### config.mk
export PLATFORM = sky130hd
export DESIGN_NAME = shift_sequencer
export DESIGN_NICKNAME = d
export VERILOG_FILES = /design/src/rtl/shift_sequencer.sv
export SDC_FILE = /design/constraint.sdc
export NUM_CORES = 1
export LEC_CHECK = 0
export ABC_AREA = 1
export BUFFER_PORTS_ARGS = -buffer_cell sky130_fd_sc_hd__buf_4
export CAP_MARGIN = 0
export CORE_MARGIN = 8
export CORE_UTILIZATION = 49
export CTS_BUF_LIST = sky130_fd_sc_hd__clkbuf_8
export CTS_CLUSTER_SIZE = 25
export DETAILED_ROUTE_END_ITERATION = 10
export PLACE_DENSITY = 0.8
export SLEW_MARGIN = 40
export SYNTH_ARGS = -nofsm -noshare
export SYNTH_HDL_FRONTEND = slang
export SYNTH_HIERARCHICAL = 1
export SYNTH_SLANG_ARGS = --single-unit
### constraint.sdc
create_clock -name clk -period 3.2 [get_ports clk]
set_input_delay 0.16 -clock clk [delete_from_list [all_inputs] [get_ports clk]]
set_output_delay 0.16 -clock clk [all_outputs]
set_load 0.005 [all_outputs]
### src/rtl/shift_sequencer.sv
// shift_sequencer: multi-pass handshaked logical shifter built on a combinational barrel shifter.
// Each pass applies min(remaining, MAXSTEP) positions, MAXSTEP = 2**(NLAYERS-1)-1.
// Optional feature macro: SHIFT_SEQ_SAT_EN -- amounts >= N short-circuit to a zero result at accept.

// Combinational logical barrel shifter: layer i shifts by 2**i when ctrl[i] is set.
module barrel_shifter #(
    parameter int unsigned N          = 8,
    parameter int unsigned NLAYERS    = 3,
    parameter bit          SHIFT_LEFT = 1'b0
) (
    input  logic [N-1:0]       in,
    input  logic [NLAYERS-1:0] ctrl,
    output logic [N-1:0]       out
);

    // Cascade the shift layers; vacated bits fill with zero.
    always_comb begin
        out = in;
        for (int i = 0; i < int'(NLAYERS); i++) begin
            if (ctrl[i]) begin
                out = SHIFT_LEFT ? (out << (1 << i)) : (out >> (1 << i));
            end
        end
    end

endmodule

module shift_sequencer #(
    parameter int unsigned N       = 8,
    parameter int unsigned NLAYERS = 3,
    parameter int unsigned AW      = 4
) (
    input  logic          clk,
    input  logic          rst_n,
    input  logic          in_valid,
    output logic          in_ready,
    input  logic [N-1:0]  in_data,
    input  logic [AW-1:0] in_amt,
    input  logic          in_left,
    output logic          out_valid,
    input  logic          out_ready,
    output logic [N-1:0]  out_data,
    output logic          busy
);

    localparam int unsigned MaxStep = (2 ** (NLAYERS - 1)) - 1;
    localparam int unsigned SW      = NLAYERS - 1;

    typedef enum logic [1:0] {
        StIdle,
        StShift,
        StDone
    } state_e;

    state_e        state_q, state_d;
    logic [N-1:0]  d_q, d_d;
    logic [AW-1:0] r_q, r_d;
    logic          dir_q, dir_d;

    logic [SW-1:0]      step;
    logic [AW-1:0]      r_rem;
    logic [NLAYERS-1:0] ctrl;
    logic [N-1:0]       shr_out, shl_out, shifted;

`ifdef SHIFT_SEQ_SAT_EN
    // Widened so that N == 2**AW still compares correctly.
    localparam logic [AW:0] NLimit = (AW + 1)'(N);
`endif

    // Per-pass step is the remaining amount clamped to what one barrel pass covers.
    always_comb begin
        if (r_q > AW'(MaxStep)) begin
            step = SW'(MaxStep);
        end else begin
            step = r_q[SW-1:0];
        end
        r_rem = r_q - AW'(step);
        ctrl  = {1'b0, step};
    end

    barrel_shifter #(
        .N          (N),
        .NLAYERS    (NLAYERS),
        .SHIFT_LEFT (1'b0)
    ) u_shr (
        .in   (d_q),
        .ctrl (ctrl),
        .out  (shr_out)
    );

    barrel_shifter #(
        .N          (N),
        .NLAYERS    (NLAYERS),
        .SHIFT_LEFT (1'b1)
    ) u_shl (
        .in   (d_q),
        .ctrl (ctrl),
        .out  (shl_out)
    );

    assign shifted = dir_q ? shl_out : shr_out;

    // Next-state and datapath update for the IDLE -> SHIFT -> DONE sequence.
    always_comb begin
        state_d = state_q;
        d_d     = d_q;
        r_d     = r_q;
        dir_d   = dir_q;
        case (state_q)
            StIdle: begin
                if (in_valid) begin
                    d_d   = in_data;
                    r_d   = in_amt;
                    dir_d = in_left;
`ifdef SHIFT_SEQ_SAT_EN
                    if ({1'b0, in_amt} >= NLimit) begin
                        d_d     = '0;
                        r_d     = '0;
                        state_d = StDone;
                    end else if (in_amt == '0) begin
                        state_d = StDone;
                    end else begin
                        state_d = StShift;
                    end
`else
                    if (in_amt == '0) begin
                        state_d = StDone;
                    end else begin
                        state_d = StShift;
                    end
`endif
                end
            end
            StShift: begin
                d_d = shifted;
                r_d = r_rem;
                if (r_rem == '0) begin
                    state_d = StDone;
                end
            end
            StDone: begin
                if (out_ready) begin
                    state_d = StIdle;
                end
            end
            default: begin
                state_d = StIdle;
            end
        endcase
    end

    // State and datapath registers; reset aborts any operation in flight.
    always_ff @(posedge clk or negedge rst_n) begin
        if (!rst_n) begin
            state_q <= StIdle;
            d_q     <= '0;
            r_q     <= '0;
            dir_q   <= 1'b0;
        end else begin
            state_q <= state_d;
            d_q     <= d_d;
            r_q     <= r_d;
            dir_q   <= dir_d;
        end
    end

    // Handshake and status outputs are pure state decodes.
    always_comb begin
        in_ready  = (state_q == StIdle);
        out_valid = (state_q == StDone);
        busy      = (state_q == StShift);
        out_data  = d_q;
    end

endmodule

After elaboration in Yosys (flattened, before gate mapping)

Index checks and enable logic that the tools add are counted.

Register bits after elaboration: 15
Bits in latches: 0
RAM bits: 0
Memory bits (read-only): 0
Input port bits: 17
Output and inout port bits: 11
Word-level logic and storage cells: 39
Memories: 0

Add/sub/neg operators: 1
Multiply operators: 0
Divide/modulo/power cells: 0
Magnitude comparators: 1
Equality and inequality tests: 7
Shifts and indexed selects: 0
Muxes and demuxes: 15
Bitwise logic cells: 0
Reduce and logical (&&, ||, !) cells: 9

Operator list:

| cell                                                                            | number |
|---|---|
| 8-bit 2-to-1 mux                                                                | 6 |
| 8-bit one-hot mux with 2 select lines                                           | 1 |
| 2-bit 2-to-1 mux                                                                | 5 |
| 3-bit AND reduction                                                             | 3 |
| 4-bit zero test                                                                 | 2 |
| 4-bit one-hot mux with 2 select lines                                           | 1 |
| 2-bit one-hot mux with 3 select lines                                           | 1 |
| 4-bit by 2-bit greater-than comparator with 1-bit output, second input constant | 1 |
| 4-bit 2-to-1 mux                                                                | 1 |
| 2-bit by 1-bit inequality test with 1-bit output, second input constant         | 2 |
| 4-bit by 1-bit inequality test with 1-bit output, second input constant         | 1 |
| 4-bit by 2-bit inequality test with 1-bit output, second input constant         | 1 |
| 2-bit AND reduction                                                             | 2 |
| 4-bit by 2-bit subtractor with 4-bit output                                     | 1 |
| 2-bit by 1-bit equality test with 1-bit output, second input constant           | 1 |
| 2-bit equality test, second input constant                                      | 1 |
| 2-bit zero test                                                                 | 1 |
| 2-bit inequality test, second input constant                                    | 1 |
| 2-bit nonzero test                                                              | 1 |

Longest topological paths before layout

Gate-level depths: netlist (run 1).

Depth after elaboration: 6
Mapped depth: 12
Gate-level depth less buffers: 11

Hierarchy

Netlist (run 1), hierarchy kept.

Modules (own cells, without submodules):

| module                  | instances | cells each | area an instance (um^2) | seq. area each (um^2) |
|---|---|---|---|---|
| shift_sequencer         | 1         | 124        | 991.0                   | 375.4 |
| barrel_shifter at u_shr | 1         | 53         | 286.5                   | 0.0 |
| barrel_shifter at u_shl | 1         | 53         | 280.3                   | 0.0 |

Worst setup path after synthesis (run 1)

Ideal clock, no wire load.

Path type: register to register
Start: register r_q[2]
End: register d_q[6] (netlist: out_data[6])
Setup time: 0.079 ns
Arrival time: 1.402 ns
Data required time: 3.121 ns
Slack: 1.719 ns
Stages on the path, launching flop included: 13
Buffers on the path: 1
Cell sequence: dfrtp_1 -> nor2_1 -> nand2_1 -> buf_6 -> inv_8 -> nand2_2 -> nand2_1 -> nand2_1 -> nor2_2 -> nor2_1 -> nor2_1 -> o21ai_0 -> a2bb2oi_1

Word-level cells in the longest chain between the ends: 6

RTL lines:

| item                                                     | RTL line | source |
|---|---|---|
| from (decl)                                              | 57       | `logic [AW-1:0] r_q, r_d;` |
| from (signal assigned)                                   | 162      | `r_q <= r_d;` |
| 4-bit by 2-bit greater-than comparator with 1-bit output | 72       | `if (r_q > AW'(MaxStep)) begin` |
| 2-bit 2-to-1 mux                                         | 72       |  |
| named net step[0]                                        | 60       | `logic [SW-1:0] step;` |
| 8-bit 2-to-1 mux (2 in series)                           | 20       | `if (ctrl[i]) begin` |
| named net shr_out[6]                                     | 63       | `logic [N-1:0] shr_out, shl_out, shifted;` |
| 8-bit 2-to-1 mux                                         | 101      | `assign shifted = dir_q ? shl_out : shr_out;` |
| 8-bit one-hot mux with 2 select lines                    | 109      | `case (state_q)` |
| to (signal assigned)                                     | 156      | `d_q <= '0;` |
| to (signal assigned)                                     | 161      | `d_q <= d_d;` |
| to (decl)                                                | 56       | `logic [N-1:0] d_q, d_d;` |

The timed path passes the listed nets, and every way through them passes these cells. The select of a mux whose other input is x is not followed.
A chain may end at the register's enable or synchronous reset.

Worst setup path in the final report (run 1)

Start: register r_q[3]
End: register d_q[2] (netlist: out_data[2])

The elaborated chain is that of the path after synthesis.

==> flow_summary.toml, run 1 <==
[clocking]
worstSkewPairLatency_ns = 0.25
cts_resized = 0
cts_tree = "done"
cts_sinks = 15
clkTransAtPathRegs_ns = 0.07
cts_inserted_buffers = 3
cts_root_buffer = "clkbuf_8"
h-tree-depth = 1
post_cts_buffers = 0
cts_buffer_depth = 2

[yosys]
avgSynthCellArea_um2 = 6.77
ys_types = 28
ys.flop_type = "dfrtp_1"
synthArstFlopShare = 1.00
ys_warn_count = 6
ys_top_cells_by_count = "nand2_1, nand3_1, nor2_1"
syn_area_um2 = 1560
ys_ff_latch = 15
synth.area.top_cells = "dfrtp_1, nand2_1, nand3_1, a2bb2oi_2, nand2_2"
synth_top_cell_by_area = "dfrtp_1"
syn-instance-count = 230
synth_edf_count = 0
synth_most_common_cell = "nand2_1"
yosysSeqAreaShare = 0.241
synth_top_area_share = 0.241

[global_route]
antenna_found_initial = 0
grt_first_pass_wirelength_mm = 6.74
grt_pass1_vias = 1447
grt_start_max_net_pins = 17
gr-total-overflow = 0
grt_use_total = 0.155

[floorplanning]
start_util = 0.514
fp.coreArea_um2 = 3030
rows = 20
die_h_um = 72.4
dieArea_um2 = 5240
die_w_um = 72.4
top_level_ports = 28

[sta]
grt_setup_unrepaired = "false"
clock_skew_ns = 0.00956
finalSetupViolCount = 0
period_needed_ns = 2.15
fin_crit_sh = 0.672
worst_pin_slew_ns = 0.817
max_freq_mhz = 465
fin_setup_tns_ns = 0
hold_viol = 0
slew_viol_final = 0
max_slew_margin = 0.454

[min_path]
hold_path.class = "primary input to register"

[worst_setup_path]
startpoint_type = "register"
critical_path_class = "register to register"
crit_family = "simple AND/OR/NAND/NOR gates"
cp_slowest_cell = "nand2_1"
path_cells = "nor2_1 > nand2_1 > inv_8 > nand2_2 > nand3_1 > nand3_1 > nand2_1 > nor2_1 > nor2_2 > o21ai_1 > a2bb2oi_2"
slowest_delay_ns = 0.50
cp.arrival_ns = 2.34
crit_fanout = 16
crit_buf_inv = 1
cp.required_ns = 3.39
worstSetupEndpointType = "register"

[power]
total_power_uw = 2060
vdd_drop_max_mv = 0.715
power.density_nw_per_um2 = 1150
p_leak_uw = 0.000886

[cells_and_area]
fin_nets = 273
syn2layout_area_growth_pct = 15.3
fin_util = 0.593
n_antenna_cell = 0
layout-drive-gt1-share = 0.299

[placement]
io_buffers = 27
globalplace.congestion = 0.914
dpl.hpwl_mm = 2.95

[routing]
wl_per_cell_um = 13.3
first_iter_violations = 212
via_per_inst = 5.56
final_antenna_net_count = 0
drc = 0
vias = 1658
drtPass1Iterations = 5
routed_wl_mm = 3.97

[run]
maxCapViolations = 0

[run_status]
outcome = "finished clean"
-- cells by family (layout without fill, tap and decap cells) --
kind of cell	after synthesis	in the layout	synth area share
other	1	2	0.00241
adders and majority gates	1	1	0.00803
AOI/OAI and AO/OA	38	38	0.188
buffers and inverters	30	53	0.112
and+or+nand+nor	145	145	0.448
DFF	15	15	0.241
-- sequential cells by signal (all words and copies together), names as in the netlist --
signal    flops
out_data      8
dir_q         1
state_q       2
r_q           4
-- worst paths after layout --
kind                          endpoint  slack, ns  cells past startpoint  startpoint
min in group asynchronous   state_q[0]       0.31                      2       rst_n
min reg2reg                     r_q[1]       0.57                      2      r_q[1]
min                              dir_q       0.16                      3     in_left
max                        out_data[2]       1.05                     11      r_q[3]
max reg2reg                out_data[2]       1.05                     11      r_q[3]
max in group asynchronous       r_q[3]       2.70                      2       rst_n
-- power by group --
group          total, µW  switching [µW]  leakage [µW]  internal (µW)
sequential           473             184      0.000177            288
combinational       1440             863      0.000684            574
clock                154            67.8     0.0000255           86.2
-- stage by stage --
step	area (µm²)	setup slack (ns)	std cells	hold slack [ns]
6_report	1800	1.05	298	0.158
5_1_grt	1800	0.837	298	0.191
4_1_cts	1800	1.06	298	0.158
3_5_place_dp	1740	1.12	293	0.0273
3_3_place_gp	1740	1.16	293	0.0269
2_1_floorplan	1560	1.72	231	-0.136
-- layout make-up --
class | count | area, µm²
fill | 287 | 1230
multi-input combinational | 186 | 1010
sequential | 15 | 375
timing repair buffer | 28 | 213
inverter | 21 | 96.3
tap | 44 | 55.1
clock buffer | 3 | 41.3
clock inverter | 1 | 5.00
-- worst register-to-register path: cells and delay by family (launching register included) --
family                 cells  cell delay, ns
flip-flops                 1            0.43
AND/OR/NAND/NOR            8            1.18
buffers and inverters      1            0.27
AO/OA/AOI/OAI              2            0.23
-- what timing repair did --
action / in CTS / in global routing
hold endpoints to repair: 15 / 0
setup endpoints to repair: 0 / 0
hold buffers: 1 / 0
-- metal layers --
layer | global-route usage | routed length (µm) | part of all wire
met2 | 0.232 | 1810 | 0.46
met1 | 0.216 | 1790 | 0.45
met3 | 0.0275 | 264 | 0.067
met5 | 0 | 0 | 0
met4 | 0.0556 | 96 | 0.024
-- layout by cell type (no fill, tap or decap), types with 2 or more instances in the layout --
master	n
nand3_2	6
nand3_1	33
buf_4	27
nor2_1	18
nand2_2	11
inv_1	16
dfrtp_1	15
a21oi_1	10
nand4_1	4
o211ai_1	2
nor2_2	11
a2bb2oi_2	7
nor3_1	2
clkbuf_8	3
inv_2	2
o21ai_1	7
inv_8	2
o21ai_2	3
nand2_1	59
o21ai_0	6
conb_1	2
Power figures use the tool's default switching activity.
==> inputs of run 2 (changes only) <==
- PLACE_DENSITY: 0.8 -> 0.83
- clock period: 3.2 -> 1.8 ns (I/O delays scaled with it)
==> flow_summary.toml, run 2 (synthesized netlist as in run 1, its figures left out) <==
[run_status]
outcome = "finished clean"

[cells_and_area]
most-common-layout-cells = "nand2_1, buf_4, nand3_1"
multi_input_area_um2 = 1030
n_antenna_cell = 0
regArea_um2 = 375
fin_util = 0.620
largest_reg_flops = 8
syn2layout_area_growth_pct = 20.6
final_common_cell = "nand2_1"
fin_nets = 282
nFillCells = 280
layout-drive-gt1-share = 0.331

[worst_setup_path]
cp.required_ns = 1.93
crit_buf_inv = 2
crit_fanout = 11
crit_family = "simple AND/OR/NAND/NOR gates"
cp_slowest_cell = "dfrtp_1"
critical_path_class = "register to register"
slowest_delay_ns = 0.41
startpoint_type = "register"
path_cells = "nor2_4 > nand2_2 > buf_4 > inv_4 > nand3_1 > nand3_1 > nand2_1 > o21ai_0 > a2bb2oi_1"
worstSetupEndpointType = "register"
cp_common_cell = "nand3_1"
cp.arrival_ns = 1.80

[sta]
clock_skew_ns = 0.00457
fin_setup_tns_ns = 0
finalHoldWorstSlack_ns = 0.0829
grt_setup_unrepaired = "false"
period_needed_ns = 1.67
fin_crit_sh = 0.926
finalSetupViolCount = 0
slew_viol_final = 0
hold_viol = 0
max_freq_mhz = 600

[global_route]
grt_start_max_net_pins = 16
grt_first_pass_wirelength_mm = 7.29
grt_pass1_vias = 1653
antenna_found_initial = 0
gr-total-overflow = 0
grt_use_total = 0.169

[placement]
globalplace.congestion = 0.878
io_buffers = 27
dpl.hpwl_mm = 3.12

[power]
vdd_drop_max_mv = 1.07
power.density_nw_per_um2 = 2080
p_leak_uw = 0.000923
total_power_uw = 3900

[clocking]
clkTransAtPathRegs_ns = 0.07
cts_root_buffer = "clkbuf_8"
cts_inserted_buffers = 3
h-tree-depth = 1
cts_tree = "done"
cts_buffer_depth = 2
cts_sinks = 15
worstSkewPairLatency_ns = 0.25

[routing]
first_iter_violations = 109
drtPass1Iterations = 4
drc = 0
vias = 1687
via_per_inst = 5.50
wl_per_cell_um = 14.0
routed_wl_mm = 4.29
final_antenna_net_count = 0

[floorplanning]
die_w_um = 72.4
fp.coreArea_um2 = 3030
rows = 20
die_h_um = 72.4
dieArea_um2 = 5240
start_util = 0.514
top_level_ports = 28

[min_path]
hold_path.class = "primary input to register"

[run]
maxCapViolations = 0
==> run 2: worst reg2reg max path: stages, from the launching register on <==
cell and delay (ns):
dfrtp_1 0.41, nor2_4 0.16, nand2_2 0.13, buf_4 0.22, inv_4 0.13, nand3_1 0.09
nand3_1 0.08, nand2_1 0.08, o21ai_0 0.15, a2bb2oi_1 0.08
==> run 2: path summary, 6_finish.rpt <==
path	startpoint	slack, ns	endpoint	depth (start not counted)
setup reg to reg	r_q[2]	0.13	out_data[6]	9
hold reg to reg	r_q[1]	0.60	r_q[1]	2
setup / recovery	r_q[2]	0.13	out_data[6]	9
min in group asynchronous	rst_n	0.26	state_q[1]	2
max in group asynchronous	rst_n	1.35	out_data[4]	2
hold / removal	in_left	0.08	dir_q	3
==> run 2: per-stage QoR <==
| step | std cells | setup WS (ns) | cell area [µm²] |
|---|---|---|---|
| after floorplan | 231 | 0.319 | 1560 |
| after global placement | 301 | 0.0986 | 1800 |
| after detailed placement | 301 | 0.0507 | 1800 |
| after CTS | 306 | 0.0232 | 1860 |
| after global routing | 307 | 0.0189 | 1880 |
| final | 307 | 0.133 | 1880 |
==> run 2: cell type report <==
type | instances | area share
Timing Repair Buffer | 36 | 0.145
Multi-Input combinational cell | 187 | 0.547
Clock inverter | 1 | 0.00400
Inverter | 21 | 0.0526
Tap cell | 44 | 0.0293
Sequential cell | 15 | 0.200
Clock buffer | 3 | 0.0220
==> run 2: what timing repair did <==
action | in CTS | in global routing
hold buffers | 1 | 0
endpoints found under the hold margin | 15 | 0
gates resized for setup | 0 | 5
setup buffers | 0 | 0
setup endpoints to repair | 0 | 8
==> run 2: report_power, final <==
part	internal (µW)	leakage [µW]	switching [µW]	total (µW)
Clock	155	0.0000217	127	282
Combinational	1150	0.000724	1630	2780
Sequential	512	0.000177	329	841
==> run 2: metal layers <==
metal / up-vias / wire length, µm / part of all wire / GRT usage
li1: 832 / - / - / -
met1: 777 / 1960 / 0.46 / 0.220
met2: 64 / 2060 / 0.48 / 0.275
met3: 14 / 162 / 0.038 / 0.00964
met4: 0 / 112 / 0.026 / 0.0844
met5: - / 0 / 0 / 0
